===== config.mk =====
export PLATFORM = sky130hd
export DESIGN_NAME = dift_trap_ctrl
export DESIGN_NICKNAME = d
export VERILOG_FILES = /design/src/rtl/riscv_defines.sv /design/src/rtl/dift_sat_counter.sv /design/src/rtl/dift_trap_ctrl.sv
export SDC_FILE = /design/constraint.sdc
export NUM_CORES = 1
export LEC_CHECK = 0
export CAP_MARGIN = 10
export CORE_MARGIN = 2
export CORE_UTILIZATION = 48
export CTS_CLUSTER_DIAMETER = 200
export DETAILED_ROUTE_END_ITERATION = 7
export PLACE_DENSITY = 0.95
export SYNTH_ARGS = -nofsm -noshare
export SYNTH_HDL_FRONTEND = slang
export SYNTH_SLANG_ARGS = --single-unit

===== constraint.sdc =====
create_clock -name clk -period 4.65 [get_ports clk]
set_input_delay 0.93 -clock clk [delete_from_list [all_inputs] [get_ports clk]]
set_output_delay 0.93 -clock clk [all_outputs]
set_load 0.1 [all_outputs]

===== src/rtl/riscv_defines.sv =====
// Shared DIFT types: violation classes, tag-check configuration and trap controller states.
package riscv_defines;

  typedef enum logic [2:0] {
    DIFT_TRAP_NONE   = 3'd0,
    DIFT_TRAP_LOAD   = 3'd1,
    DIFT_TRAP_STORE  = 3'd2,
    DIFT_TRAP_JALR   = 3'd3,
    DIFT_TRAP_BRANCH = 3'd4,
    DIFT_TRAP_EXEC   = 3'd5,
    DIFT_TRAP_RSVD6  = 3'd6,
    DIFT_TRAP_RSVD7  = 3'd7
  } dift_trap_t;

  typedef struct packed {
    logic [2:0] rsvd;
    logic       chk_exec;
    logic       chk_branch;
    logic       chk_jalr;
    logic       chk_store;
    logic       chk_load;
  } dift_tccr_t;

  typedef enum logic [1:0] {
    TC_IDLE   = 2'd0,
    TC_REQ    = 2'd1,
    TC_HANDLE = 2'd2
  } dift_trapctrl_state_t;

  localparam int unsigned VIOL_CNT_W = 16;
  localparam dift_tccr_t  TCCR_ALL_OFF = '0;

endpackage


===== src/rtl/dift_sat_counter.sv =====
// Saturating up-counter; a clear request has priority over an increment.
module dift_sat_counter #(
  parameter int unsigned WIDTH = 16
) (
  input  logic             clk,
  input  logic             rst,
  input  logic             inc,
  input  logic             clr,
  output logic [WIDTH-1:0] cnt
);

  logic [WIDTH-1:0] cnt_r;

  // count register: clear wins, otherwise increment until all ones
  always_ff @(posedge clk or posedge rst) begin
    if (rst) begin
      cnt_r <= '0;
    end else if (clr) begin
      cnt_r <= '0;
    end else if (inc && (cnt_r != {WIDTH{1'b1}})) begin
      cnt_r <= cnt_r + {{(WIDTH-1){1'b0}}, 1'b1};
    end
  end

  assign cnt = cnt_r;

endmodule


===== src/rtl/dift_trap_ctrl.sv =====
// DIFT trap controller: latches the first violation, handshakes a trap request with the core,
// and applies tag-check configuration writes, deferring those made while a request is pending.
module dift_trap_ctrl
  import riscv_defines::*;
(
  input  logic                  clk,
  input  logic                  rst,
  input  logic                  trap_i,
  input  dift_trap_t            trap_type_i,
  input  logic [31:0]           trap_pc_i,
  output logic                  trap_req_o,
  output dift_trap_t            trap_type_o,
  input  logic                  trap_ack_i,
  input  logic                  handler_done_i,
  input  logic                  tccr_we_i,
  input  dift_tccr_t            tccr_wdata_i,
  output dift_tccr_t            tccr_o,
  output logic [31:0]           epc_o,
  output logic                  overflow_o,
  output logic [VIOL_CNT_W-1:0] viol_cnt_o,
  input  logic                  clr_i,
  output logic                  busy_o
);

  dift_trapctrl_state_t state_r;
  logic                 trap_req_r;
  dift_trap_t           trap_type_r;
  logic [31:0]          epc_r;
  dift_tccr_t           tccr_r;
  dift_tccr_t           shadow_r;
  logic                 shadow_vld_r;
  logic                 overflow_r;

  // trap FSM with its latched request, cause, PC and configuration registers
  always_ff @(posedge clk or posedge rst) begin
    if (rst) begin
      state_r      <= TC_IDLE;
      trap_req_r   <= 1'b0;
      trap_type_r  <= DIFT_TRAP_NONE;
      epc_r        <= 32'h0000_0000;
      tccr_r       <= TCCR_ALL_OFF;
      shadow_r     <= TCCR_ALL_OFF;
      shadow_vld_r <= 1'b0;
      overflow_r   <= 1'b0;
    end else begin
      case (state_r)
        TC_IDLE: begin
          if (trap_i) begin
            trap_type_r <= trap_type_i;
            epc_r       <= trap_pc_i;
            trap_req_r  <= 1'b1;
            state_r     <= TC_REQ;
          end
          if (tccr_we_i) begin
            tccr_r <= tccr_wdata_i;
          end
        end
        TC_REQ: begin
          // the check unit must not see a new config until the core has taken the trap
          if (tccr_we_i) begin
            shadow_r     <= tccr_wdata_i;
            shadow_vld_r <= 1'b1;
          end
          if (trap_ack_i) begin
            trap_req_r   <= 1'b0;
            state_r      <= TC_HANDLE;
            shadow_vld_r <= 1'b0;
            if (tccr_we_i) begin
              tccr_r <= tccr_wdata_i;
            end else if (shadow_vld_r) begin
              tccr_r <= shadow_r;
            end
          end
        end
        TC_HANDLE: begin
          if (handler_done_i) begin
            state_r <= TC_IDLE;
          end
          if (tccr_we_i) begin
            tccr_r <= tccr_wdata_i;
          end
        end
        default: begin
          state_r    <= TC_IDLE;
          trap_req_r <= 1'b0;
        end
      endcase

      if (clr_i) begin
        overflow_r <= 1'b0;
      end else if (trap_i && (state_r != TC_IDLE)) begin
        overflow_r <= 1'b1;
      end
    end
  end

  dift_sat_counter #(.WIDTH(VIOL_CNT_W)) u_viol_cnt (
    .clk (clk),
    .rst (rst),
    .inc (trap_i),
    .clr (clr_i),
    .cnt (viol_cnt_o)
  );

  assign trap_req_o  = trap_req_r;
  assign trap_type_o = trap_type_r;
  assign epc_o       = epc_r;
  assign tccr_o      = tccr_r;
  assign overflow_o  = overflow_r;
  assign busy_o      = (state_r != TC_IDLE);

endmodule


---- Yosys cells after proc, flatten, opt, wreduce, memory -nomap -nowiden ----
Cells that the tools add are included.
W data, S select, Z words.
storage, ports and cells
  output and inout bits ................... 62
  register bits ........................... 72
  logic and storage cells ................. 62
  input bits .............................. 50
operators by class
  add/sub/neg operators ................... 1
  muxes and demuxes ....................... 18
  reduce and logical (&&, ||, !) cells .... 15
  bitwise logic cells ..................... 1
  equality and inequality tests ........... 8
operator list
  operator                 count
  $mux W16                 2
  $mux W8                  4
  $add A16 B1 Y16 const B  1
  $ne A16 B16 Y1 const B   1
  $pmux W8 S2              1
  $reduce_bool A2 Y1       5
  $mux W1                  6
  $mux W2                  3
  $ne A2 B2 Y1 const B     3
  $pmux W2 S3              1
  $reduce_and A2 Y1        3
  $reduce_and A3 Y1        2
  $reduce_and A4 Y1        1
  $ne A3 B3 Y1 const B     1
  $pmux W1 S3              1
  $eq A2 B1 Y1 const B     1
  $eq A2 B2 Y1 const B     1
  $logic_and A1 B1 Y1      2
  $logic_not A2 Y1         1
  $ne A2 B1 Y1 const B     1
  $reduce_or A2 Y1         1
  $not A1 Y1               1

---- Longest topological paths before layout ----
Gate-level depths: netlist (run 1).
  depth in word-level cells ............... 4
  depth in mapped cells ................... 6

---- Hierarchy ----
Synthesis (run 1) repeated with hierarchy kept, for this count alone.
unflattened totals
  cell total of the unflattened synthesis .. 244
  area, all modules ....................... 3323.2 um2
by module, submodules not included
  module            times used  cells each  area each (um2)
  dift_trap_ctrl    1           143         2391.0
  dift_sat_counter  1           101         932.1

---- Worst setup path after synthesis (run 1) ----
No wires, ideal clock.
  path type ............................... register to register
  from .................................... register u_viol_cnt.cnt_r[0], in the netlist u_viol_cnt.cnt[0]
  to ...................................... register u_viol_cnt.cnt_r[9], in the netlist u_viol_cnt.cnt[9]
  path slack .............................. 2.384 ns
  data required time ...................... 4.525 ns
  arrival time ............................ 2.141 ns
  period minus slack after synthesis ...... 2.266 ns
  path buffers ............................ 0
  cell stages (with the launch flop) ...... 6
  cell sequence ........................... dfrtp_1 -> ha_1 -> nand3_1 -> nor3_1 -> and3b_1 -> mux2_2
on the way
  word-level cells in the longest chain between the ends .. 3
  elaborated cells between the ends (all ways) .. 6
  classes of those cells .................. 1 x add/sub; 1 x eq/ne; 2 x mux; 2 x reduce/logical
RTL lines
  what                                               line                                            source
  start: declaration                                 dift_sat_counter.sv:12                          logic [WIDTH-1:0] cnt_r;
  start signal: assignment                           dift_sat_counter.sv:21                          cnt_r <= cnt_r + {{(WIDTH-1){1'b0}}, 1'b1};
  $add A16 B1 Y16 or $ne A16 B16 Y1 (tied branches)  dift_sat_counter.sv:21, dift_sat_counter.sv:20
  $mux W16 or $logic_and A1 B1 Y1 (tied branches)    dift_sat_counter.sv:20                          end else if (inc && (cnt_r != {WIDTH{1'b1}})) begin
  $mux W16 or $reduce_bool A2 Y1 (tied branches)     --
Parallel ways exist; a longest one is shown, timed or not. The select of a mux whose other input is x is not followed.
A chain may end at the register's enable or synchronous reset.

---- Final worst setup path (run 1) ----
  from .................................... register state_r[0]
  to ...................................... output busy_o
on the way
  word-level cells in the longest chain between the ends .. 1
RTL lines
  what                      line                   source
  start: declaration        dift_trap_ctrl.sv:25   dift_trapctrl_state_t state_r;
  start signal: assignment  dift_trap_ctrl.sv:37   state_r <= TC_IDLE;
  start signal: assignment  dift_trap_ctrl.sv:52   state_r <= TC_REQ;
  start signal: assignment  dift_trap_ctrl.sv:66   state_r <= TC_HANDLE;
  $reduce_bool A2 Y1        dift_trap_ctrl.sv:110  assign busy_o = (state_r != TC_IDLE);
  end: declaration          dift_trap_ctrl.sv:22   output logic busy_o
No other way between the ends.

==> impl_metrics.json, run 1 <==
{
  "die_y_um": 84.6,
  "antenna_cells_inserted": 0,
  "detail_route.drc_violations": 0,
  "synth_seq_cells": 72,
  "worst-endpoint-arrival_ns": 2.17,
  "critPathLaunchType": "register",
  "cts-htree-levels": 3,
  "numCtsBuffers": 9,
  "ys_top_cells_by_area": "sky130_fd_sc_hd__dfrtp_1 58%, sky130_fd_sc_hd__mux2_2 16%, sky130_fd_sc_hd__mux2i_1 2.9%",
  "hold_path_stages": 1,
  "synth_area_um2": 3120,
  "rows": 29,
  "drt_pass1_iterations": 4,
  "post_synth_net_total": 295,
  "vias_per_instance": 5.36,
  "setup_total_negative_slack_ns": 0,
  "cts-root-to-sink-buffers": 2,
  "ant_nets": 0,
  "gp_congestion": 0.780,
  "cts.reportedPaths.clkPinSlew_ns": 0.07,
  "grt_pass1_wl_mm": 11.8,
  "cts.root.buffer_cell": "sky130_fd_sc_hd__clkbuf_8",
  "area_growth_syn_to_layout_pct": 42.3,
  "final_layout_size_suffix_gt1_frac": 0.189,
  "final_max_slew_viol_count": 0,
  "required_ns": 3.72,
  "routed-via-count": 2343,
  "tritoncts_clock_tree": "yes",
  "grt_pass1_vias": 2443,
  "cts_setup_buffers": 0,
  "unrepaired_setup_endpoints_after_global_routing": "false",
  "cp_max_fo": 9,
  "synth_async_sr_flop_share": 1.00,
  "globalRouteOverflowTotal": 0,
  "numPortBuffers": 111,
  "synth_enable_flop_cells": 0,
  "clock.fmax_mhz": 323,
  "die_width_um": 84.6,
  "grt_max_degree": 51,
  "clock_sinks": 72,
  "status": "finished clean",
  "slew_headroom": 0.249,
  "min-delay-start": "epc_o[2]",
  "min_period_over_period": 0.666,
  "synthDistinctLibCells": 45,
  "regToRegStartpoint": "state_r[0]",
  "timing.reg2reg.setup_slack_ns": 2.54,
  "globalRouteTotalUtil": 0.209,
  "ys_seq_area_frac": 0.577,
  "r2r_cells": 3,
  "setup.worst_path.end_class": "output port",
  "timing_worst_slew_pin_value_ns": 1.13,
  "ctsHoldBuffers": 0,
  "detail_route.iter0.violations": 108,
  "drt-total-wl_mm": 6.86,
  "effective_utilization_at_floorplan": 0.494,
  "yosysTopAreaCellShare": 0.577,
  "postSynthCellCount": 244,
  "drv.max_cap_violation_count": 0,
  "worst_r2r_endpoint": "epc_o[19]",
  "criticalPathCategory": "reg -> out",
  "antenna_violations_before_repair": 0,
  "synth_top_cell_by_area": "sky130_fd_sc_hd__dfrtp_1",
  "whs_endpoint": "epc_o[2]",
  "place_hpwl_mm": 4.97,
  "num-fill-cells": 472,
  "setup_violations": 0,
  "die_area_um2": 7160,
  "finalNetCount": 409,
  "primary_ff_master_synth": "sky130_fd_sc_hd__dfrtp_1",
  "layout.area.seq_um2": 1800,
  "period_needed_ns": 3.10,
  "fp.coreArea_um2": 6310,
  "cts.repair.resized": 0,
  "io_pins": 112,
  "yosysWarnings": 0,
  "timing.final.hold_violations": 0,
  "wl_per_cell_um": 15.7,
  "synthesis.area_per_instance_um2": 12.8,
  "hold_path_class": "reg -> reg",
  "clock_skew_ns": 0.00643,
  "insertion_delay_ns": 0.34,
  "multi_input_area_um2": 1230
}
## Yosys cell counts, drive strengths merged, types with 4 or more instances
library cell and count:
nand4 4, nor3 8, a21oi 17, nand2 5
buf 7, dfrtp 72, mux2 44, inv 6
nand3 4, nor2 24, mux2i 9
## metal layers
metal / track usage / vias up / wire (µm)
met5: 0 / - / 0
met4: 0.0866 / 0 / 138
met3: 0.0649 / 11 / 507
met2: 0.344 / 85 / 3460
met1: 0.255 / 1146 / 2750
li1: - / 1101 / -
## cells in the final DEF, fill, tap and decap left out, types with 2 or more instances in the layout
cell | Yosys | layout
sky130_fd_sc_hd__or4_1 | 3 | 3
sky130_fd_sc_hd__nand2b_1 | 3 | 3
sky130_fd_sc_hd__mux2i_1 | 9 | 9
sky130_fd_sc_hd__nor3_1 | 8 | 8
sky130_fd_sc_hd__nand3_1 | 4 | 4
sky130_fd_sc_hd__nor4_1 | 2 | 2
sky130_fd_sc_hd__nand4_2 | 2 | 2
sky130_fd_sc_hd__o21ai_0 | 3 | 3
sky130_fd_sc_hd__mux2_2 | 43 | 43
sky130_fd_sc_hd__clkdlybuf4s50_1 | 0 | 111
sky130_fd_sc_hd__nand2_1 | 4 | 4
sky130_fd_sc_hd__dfrtp_1 | 72 | 72
sky130_fd_sc_hd__o31ai_1 | 3 | 3
sky130_fd_sc_hd__a31oi_1 | 3 | 3
sky130_fd_sc_hd__clkinv_2 | 0 | 2
sky130_fd_sc_hd__nor2_1 | 23 | 23
sky130_fd_sc_hd__a21oi_1 | 17 | 17
sky130_fd_sc_hd__a211oi_1 | 2 | 2
sky130_fd_sc_hd__nor2b_1 | 2 | 2
sky130_fd_sc_hd__clkbuf_8 | 0 | 9
sky130_fd_sc_hd__xor2_1 | 3 | 3
sky130_fd_sc_hd__inv_1 | 6 | 5
## registers in the layout, indices dropped and copies added, names as in the netlist
register,count
epc_o,32
overflow_o,1
shadow_r,8
shadow_vld_r,1
state_r,2
tccr_o,8
trap_req_o,1
trap_type_o,3
u_viol_cnt.cnt,16
## kinds of logic after synthesis
family,after synthesis,share of synthesized area
AO/OA/AOI/OAI,34,0.0682
XOR/XNOR,4,0.0112
adder cells (fa/ha/maj),1,0.00401
buffers and inverters,15,0.0289
flip-flops,72,0.577
multiplexers,53,0.188
AND/OR/NAND/NOR,65,0.123
## worst max-delay path by stage
| stage | start | endpoint | slack, ns | depth (start not counted) |
|---|---|---|---|---|
| 2_1_floorplan | rst | epc_o[0] | 1.90 | 1 |
| 3_3_place_gp | trap_i | epc_o[26] | 1.65 | 4 |
| 3_5_place_dp | trap_i | epc_o[19] | 1.59 | 4 |
| 4_1_cts | state_r[0] | busy_o | 1.52 | 2 |
| 5_1_grt | state_r[0] | busy_o | 1.46 | 2 |
| 6_report | state_r[0] | busy_o | 1.55 | 2 |
## metrics by stage
| step | std cells | cell area [µm²] | hold WS (ns) | utilization | setup WS, ns |
|---|---|---|---|---|---|
| after floorplan | 244 | 3120 | 0.470 | - | 1.90 |
| after global placement | 424 | 4270 | 0.466 | 0.676 | 1.65 |
| after detailed placement | 424 | 4270 | 0.491 | 0.676 | 1.59 |
| after CTS | 437 | 4440 | 0.509 | 0.703 | 1.52 |
| after global routing | 437 | 4440 | 0.520 | 0.703 | 1.46 |
| final | 437 | 4440 | 0.502 | 0.703 | 1.55 |
## cell type report
| type | instances | area share |
|---|---|---|
| Sequential cell | 72 | 0.406 |
| Multi-Input combinational cell | 157 | 0.277 |
| Timing Repair Buffer | 112 | 0.252 |
| Clock buffer | 9 | 0.0279 |
| Tap cell | 77 | 0.0217 |
| Clock inverter | 4 | 0.0110 |
| Inverter | 6 | 0.00507 |
## worst max-delay path, stage by stage, from the launching register on
cell and delay, ns:
sky130_fd_sc_hd__dfrtp_1 0.48, sky130_fd_sc_hd__or2_2 0.22, sky130_fd_sc_hd__clkdlybuf4s50_1 1.14
Power of run 1 is not shown: default switching activity piles up to over one toggle a cycle in this logic, so the estimate is an artifact.
==> run 2: changes to the inputs <==
- CORE_UTILIZATION: 48 -> 40
- PLACE_DENSITY: 0.95 -> 0.87
- clock period: 4.65 -> 2.7 ns (I/O delays scaled with it)
==> run 2 against run 1 <==
  * Clock skew is 0.0010 ns lower
  * First-iteration DRC count is 32% lower
  * Flip-flop and latch count stayed put
==> impl_metrics.json, run 2 (synthesized netlist as in run 1, its figures left out) <==
{
  "antenna_cells_inserted": 0,
  "worst-endpoint-arrival_ns": 1.44,
  "place_hpwl_mm": 5.09,
  "cp_max_fo": 9,
  "hold_path_stages": 1,
  "antenna_violations_before_repair": 0,
  "detail_route.iter0.violations": 73,
  "cp_top_family": "flip-flops",
  "criticalPathCategory": "reg -> out",
  "clock_skew_ns": 0.00543,
  "io_pins": 112,
  "status": "finished clean",
  "numCtsBuffers": 9,
  "vias_per_instance": 5.06,
  "globalRouteOverflowTotal": 0,
  "grt_pass1_wl_mm": 11.1,
  "regToRegStartpoint": "u_viol_cnt.cnt[0]",
  "grt_pass1_vias": 2379,
  "setup_violations": 0,
  "min_period_over_period": 0.732,
  "area_growth_syn_to_layout_pct": 42.7,
  "drt-total-wl_mm": 6.90,
  "timing.final.hold_violations": 0,
  "cpPeakStageDelay_ns": 0.46,
  "most_common_cell_after_layout_fill_and_taps_aside": "sky130_fd_sc_hd__dfrtp_1",
  "cts.repair.resized": 0,
  "final_cell_mix": "72 x sky130_fd_sc_hd__dfrtp_1, 65 x sky130_fd_sc_hd__buf_4, 49 x sky130_fd_sc_hd__clkdlybuf4s50_1",
  "cts-root-to-sink-buffers": 2,
  "detail_route.drc_violations": 0,
  "globalRouteTotalUtil": 0.165,
  "period_needed_ns": 1.98,
  "r2r_cells": 5,
  "clock.fmax_mhz": 506,
  "path_buf_inv": 1,
  "rows": 32,
  "unrepaired_setup_endpoints_after_global_routing": "false",
  "final_layout_size_suffix_gt1_frac": 0.373,
  "numPortBuffers": 111,
  "cts_setup_buffers": 0,
  "timing.reg2reg.setup_slack_ns": 1.01,
  "cts-htree-levels": 3,
  "cpMaxStageDelayCell": "sky130_fd_sc_hd__dfrtp_1",
  "global_route.usage.met1": 0.194,
  "grt_most_used_layer": "met2",
  "effective_utilization_at_floorplan": 0.408,
  "largest_reg_flops": 32,
  "worst_r2r_endpoint": "u_viol_cnt.cnt[9]",
  "slew_headroom": 0.545,
  "fp.coreArea_um2": 7650,
  "hold_path_class": "reg -> reg",
  "clock_sinks": 72,
  "drt_pass1_iterations": 4,
  "setup.worst_path.end_class": "output port",
  "ant_nets": 0,
  "tritoncts_clock_tree": "yes",
  "grt_max_degree": 42,
  "final_max_slew_viol_count": 0,
  "die_area_um2": 8520,
  "wl_per_cell_um": 14.7,
  "gr-usage-met2": 0.276,
  "whs_endpoint": "epc_o[2]",
  "critPathLaunch": "state_r[0]",
  "drv.max_cap_violation_count": 0,
  "min-delay-start": "epc_o[2]",
  "die_y_um": 92.3,
  "cell_depth_of_the_worst_setup_path": 2,
  "met3_usage": 0.0578,
  "cts.root.buffer_cell": "sky130_fd_sc_hd__clkbuf_8",
  "required_ns": 2.16,
  "ctsHoldBuffers": 0,
  "die_width_um": 92.3,
  "critPathLaunchType": "register",
  "finalNetCount": 413,
  "routed-via-count": 2375,
  "timing_worst_slew_pin_value_ns": 0.682,
  "worstPathCellList": "or2_2 > buf_4",
  "gp_congestion": 0.759,
  "insertion_delay_ns": 0.33,
  "setup_total_negative_slack_ns": 0,
  "cts.reportedPaths.clkPinSlew_ns": 0.07
}
[run 2: cell count changes in the layout (fill, tap and decap cells not counted), moves of 2 or more]
cell,before,now
sky130_fd_sc_hd__clkdlybuf4s50_1,111,49
sky130_fd_sc_hd__buf_4,1,65
sky130_fd_sc_hd__buf_12,0,2
sky130_fd_sc_hd__bufinv_16,1,3
sky130_fd_sc_hd__clkbuf_8,9,11
[run 2: worst max path at each step]
stage / end / slack [ns]
global route: busy_o / 0.67
global placement: u_viol_cnt.cnt[13] / 0.59
CTS: busy_o / 0.70
finish: busy_o / 0.72
floorplan: epc_o[0] / 0.34
detailed placement: u_viol_cnt.cnt[13] / 0.56
[run 2: area by class of cell]
cell class              instances  area [µm²]
clock buffers                  11         151
multi-input cells             157        1230
inverters                       6        22.5
repair buffers                116        1020
fillers                       624        3190
flip-flops and latches         72        1800
well taps                     102         128
clock inverters                 5         103
[run 2: routing by layer]
layer	share of wire	wire length, µm	vias to the layer above
li1	-	-	1121
met1	0.41	2850	1160
met2	0.49	3410	87
met3	0.075	517	7
met4	0.017	116	0
met5	0	0	-
[run 2: worst reg2reg max path, delay by kind of cell, from the launching register on]
kind          cells  cell delay (ns)
fa+ha+maj         1             0.25
flops             1             0.42
mux               1             0.26
simple gates      3             0.66
[run 2: metrics by stage]
step | hold slack [ns] | std cells | worst slack, ns | instance area (µm²) | util
3_5_place_dp | 0.478 | 453 | 0.559 | 4200 | 0.549
2_1_floorplan | 0.470 | 244 | 0.335 | 3120 | -
6_report | 0.496 | 469 | 0.723 | 4450 | 0.582
4_1_cts | 0.496 | 469 | 0.701 | 4450 | 0.582
3_3_place_gp | 0.472 | 453 | 0.592 | 4200 | 0.549
5_1_grt | 0.527 | 469 | 0.672 | 4450 | 0.582
Power of run 2 is left out for the same reason.
==> run 3: changes to the inputs <==
- CORE_UTILIZATION: 40 -> 45
- PLACE_DENSITY: 0.87 -> 0.91
- clock period: 2.7 -> 1.85 ns (I/O delays scaled with it)
==> run 3 against run 2 <==
  * Worst hold slack got worse by 0.13 ns
  * First-iteration DRC count grew 82%
  * Flip-flop and latch count unchanged
  * Clock-buffer cell count did not move
  * Worst setup slack lost 0.65 ns
  * Core utilization up 21 points
  * Clock skew is 0.0025 ns higher
  * Critical endpoint is now u_viol_cnt.cnt[13]
==> impl_metrics.json, run 3 (synthesized netlist as in run 1, its figures left out) <==
{
  "setup.worst_path.end_class": "register",
  "min_period_over_period": 0.960,
  "cts_setup_buffers": 0,
  "numCtsBuffers": 9,
  "most_common_cell_after_layout_fill_and_taps_aside": "sky130_fd_sc_hd__buf_12",
  "timing_worst_slew_pin_value_ns": 0.433,
  "hold_path_class": "in -> async",
  "globalRouteOverflowTotal": 0,
  "globalRouteTotalUtil": 0.237,
  "effective_utilization_at_floorplan": 0.462,
  "numPortBuffers": 111,
  "finalNetCount": 422,
  "drt_pass1_iterations": 4,
  "ant_nets": 0,
  "cts-htree-levels": 3,
  "detail_route.drc_violations": 0,
  "grt_pass1_wl_mm": 13.6,
  "status": "finished clean",
  "worstPathCellList": "ha_1 > nand3_2 > o21ai_0 > or4_1 > a21oi_1",
  "drv.max_cap_violation_count": 0,
  "final_cell_mix": "66 x sky130_fd_sc_hd__buf_12, 56 x sky130_fd_sc_hd__dfrtp_1, 49 x sky130_fd_sc_hd__clkdlybuf4s50_1",
  "clock.fmax_mhz": 563,
  "final.setup.worst_slack_ns": 0.0745,
  "criticalPathCategory": "reg -> reg",
  "critPathLaunchType": "register",
  "required_ns": 2.10,
  "timing.reg2reg.setup_slack_ns": 0.07,
  "wl_per_cell_um": 18.6,
  "area_growth_syn_to_layout_pct": 70.9,
  "die_area_um2": 7620,
  "worst-endpoint-arrival_ns": 2.03,
  "highest-signal-layer": "met4",
  "drt-total-wl_mm": 8.47,
  "ctsHoldBuffers": 0,
  "stdcell_count": 456,
  "regToRegStartpoint": "u_viol_cnt.cnt[0]",
  "slew_headroom": 0.708,
  "grt_pass1_vias": 2700,
  "tritoncts_clock_tree": "yes",
  "clock_skew_ns": 0.00794,
  "die_y_um": 87.3,
  "cts-root-to-sink-buffers": 2,
  "antenna_cells_inserted": 0,
  "r2r_cells": 5,
  "dpl_worst_slack_ns": -0.123,
  "die_width_um": 87.3,
  "final_layout_size_suffix_gt1_frac": 0.436,
  "met3RoutedLength_um": 711,
  "rows": 30,
  "insertion_delay_ns": 0.34,
  "fp.coreArea_um2": 6760,
  "unrepaired_setup_endpoints_after_global_routing": "false",
  "vias_per_instance": 5.50,
  "cpMaxStageDelayCell": "sky130_fd_sc_hd__dfrtp_4",
  "met2RoutedLength_mm": 4.44,
  "wirelength_met1_mm": 3.10,
  "cp_max_fo": 5,
  "hold_ws_ns": 0.369,
  "setup_violations": 0,
  "io_pins": 112,
  "antenna_violations_before_repair": 0,
  "routed-via-count": 2506,
  "detail_route.iter0.violations": 133,
  "cts.repair.resized": 0,
  "period_needed_ns": 1.78,
  "worst_r2r_endpoint": "u_viol_cnt.cnt[13]",
  "cpPeakStageDelay_ns": 0.52,
  "timing.final.hold_violations": 0,
  "largest_reg_flops": 32,
  "placed_cells": 440,
  "grt_max_degree": 33,
  "cts.reportedPaths.clkPinSlew_ns": 0.08,
  "final_max_slew_viol_count": 0,
  "clock_sinks": 72,
  "gp_congestion": 0.865,
  "cts.root.buffer_cell": "sky130_fd_sc_hd__clkbuf_8",
  "place_hpwl_mm": 6.24,
  "setup_total_negative_slack_ns": 0
}
[run 3: cell types whose count changed in the layout (fill, tap and decap cells not counted), sizes merged]
| cell | change |
|---|---|
| inv | -1 |
| clkinv | +1 |
| buf | +9 |
[run 3: how the worst max path moves through the flow]
| stage | start | end | slack [ns] | depth (start not counted) |
|---|---|---|---|---|
| 2_1_floorplan | u_viol_cnt.cnt[9] | u_viol_cnt.cnt[13] | 0.006 | 4 |
| 3_3_place_gp | trap_i | u_viol_cnt.cnt[13] | -0.06 | 5 |
| 3_5_place_dp | trap_i | u_viol_cnt.cnt[15] | -0.12 | 6 |
| 4_1_cts | u_viol_cnt.cnt[0] | u_viol_cnt.cnt[2] | 0.02 | 5 |
| 5_1_grt | u_viol_cnt.cnt[0] | u_viol_cnt.cnt[13] | 0.04 | 5 |
| 6_report | u_viol_cnt.cnt[0] | u_viol_cnt.cnt[13] | 0.07 | 5 |
[run 3: per-stage QoR]
| stage | area (µm²) | util |
|---|---|---|
| after floorplan | 3150 | - |
| after global placement | 5070 | 0.751 |
| after detailed placement | 5070 | 0.751 |
| after CTS | 5320 | 0.787 |
| after global routing | 5330 | 0.789 |
| final | 5330 | 0.789 |
[run 3: layout make-up]
class,count,area (µm²)
clock inverters,5,104
clock buffers,11,141
multi-input cells,157,1250
well taps,80,100
flip-flops and latches,72,1830
inverters,6,26.3
fillers,377,1420
repair buffers,125,1890
[run 3: metal layers]
layer,track usage,up-vias
met2,0.402,113
met3,0.0967,21
met1,0.273,1238
met5,0,-
met4,0.0783,0
li1,-,1134
[run 3: critical path, delay by kind of cell, from the launching register on]
| family | cells | cell delay (ns) |
|---|---|---|
| simple gates | 2 | 0.60 |
| fa+ha+maj | 1 | 0.27 |
| compound gates | 2 | 0.32 |
| flops | 1 | 0.52 |
Power of run 3 is left out for the same reason.
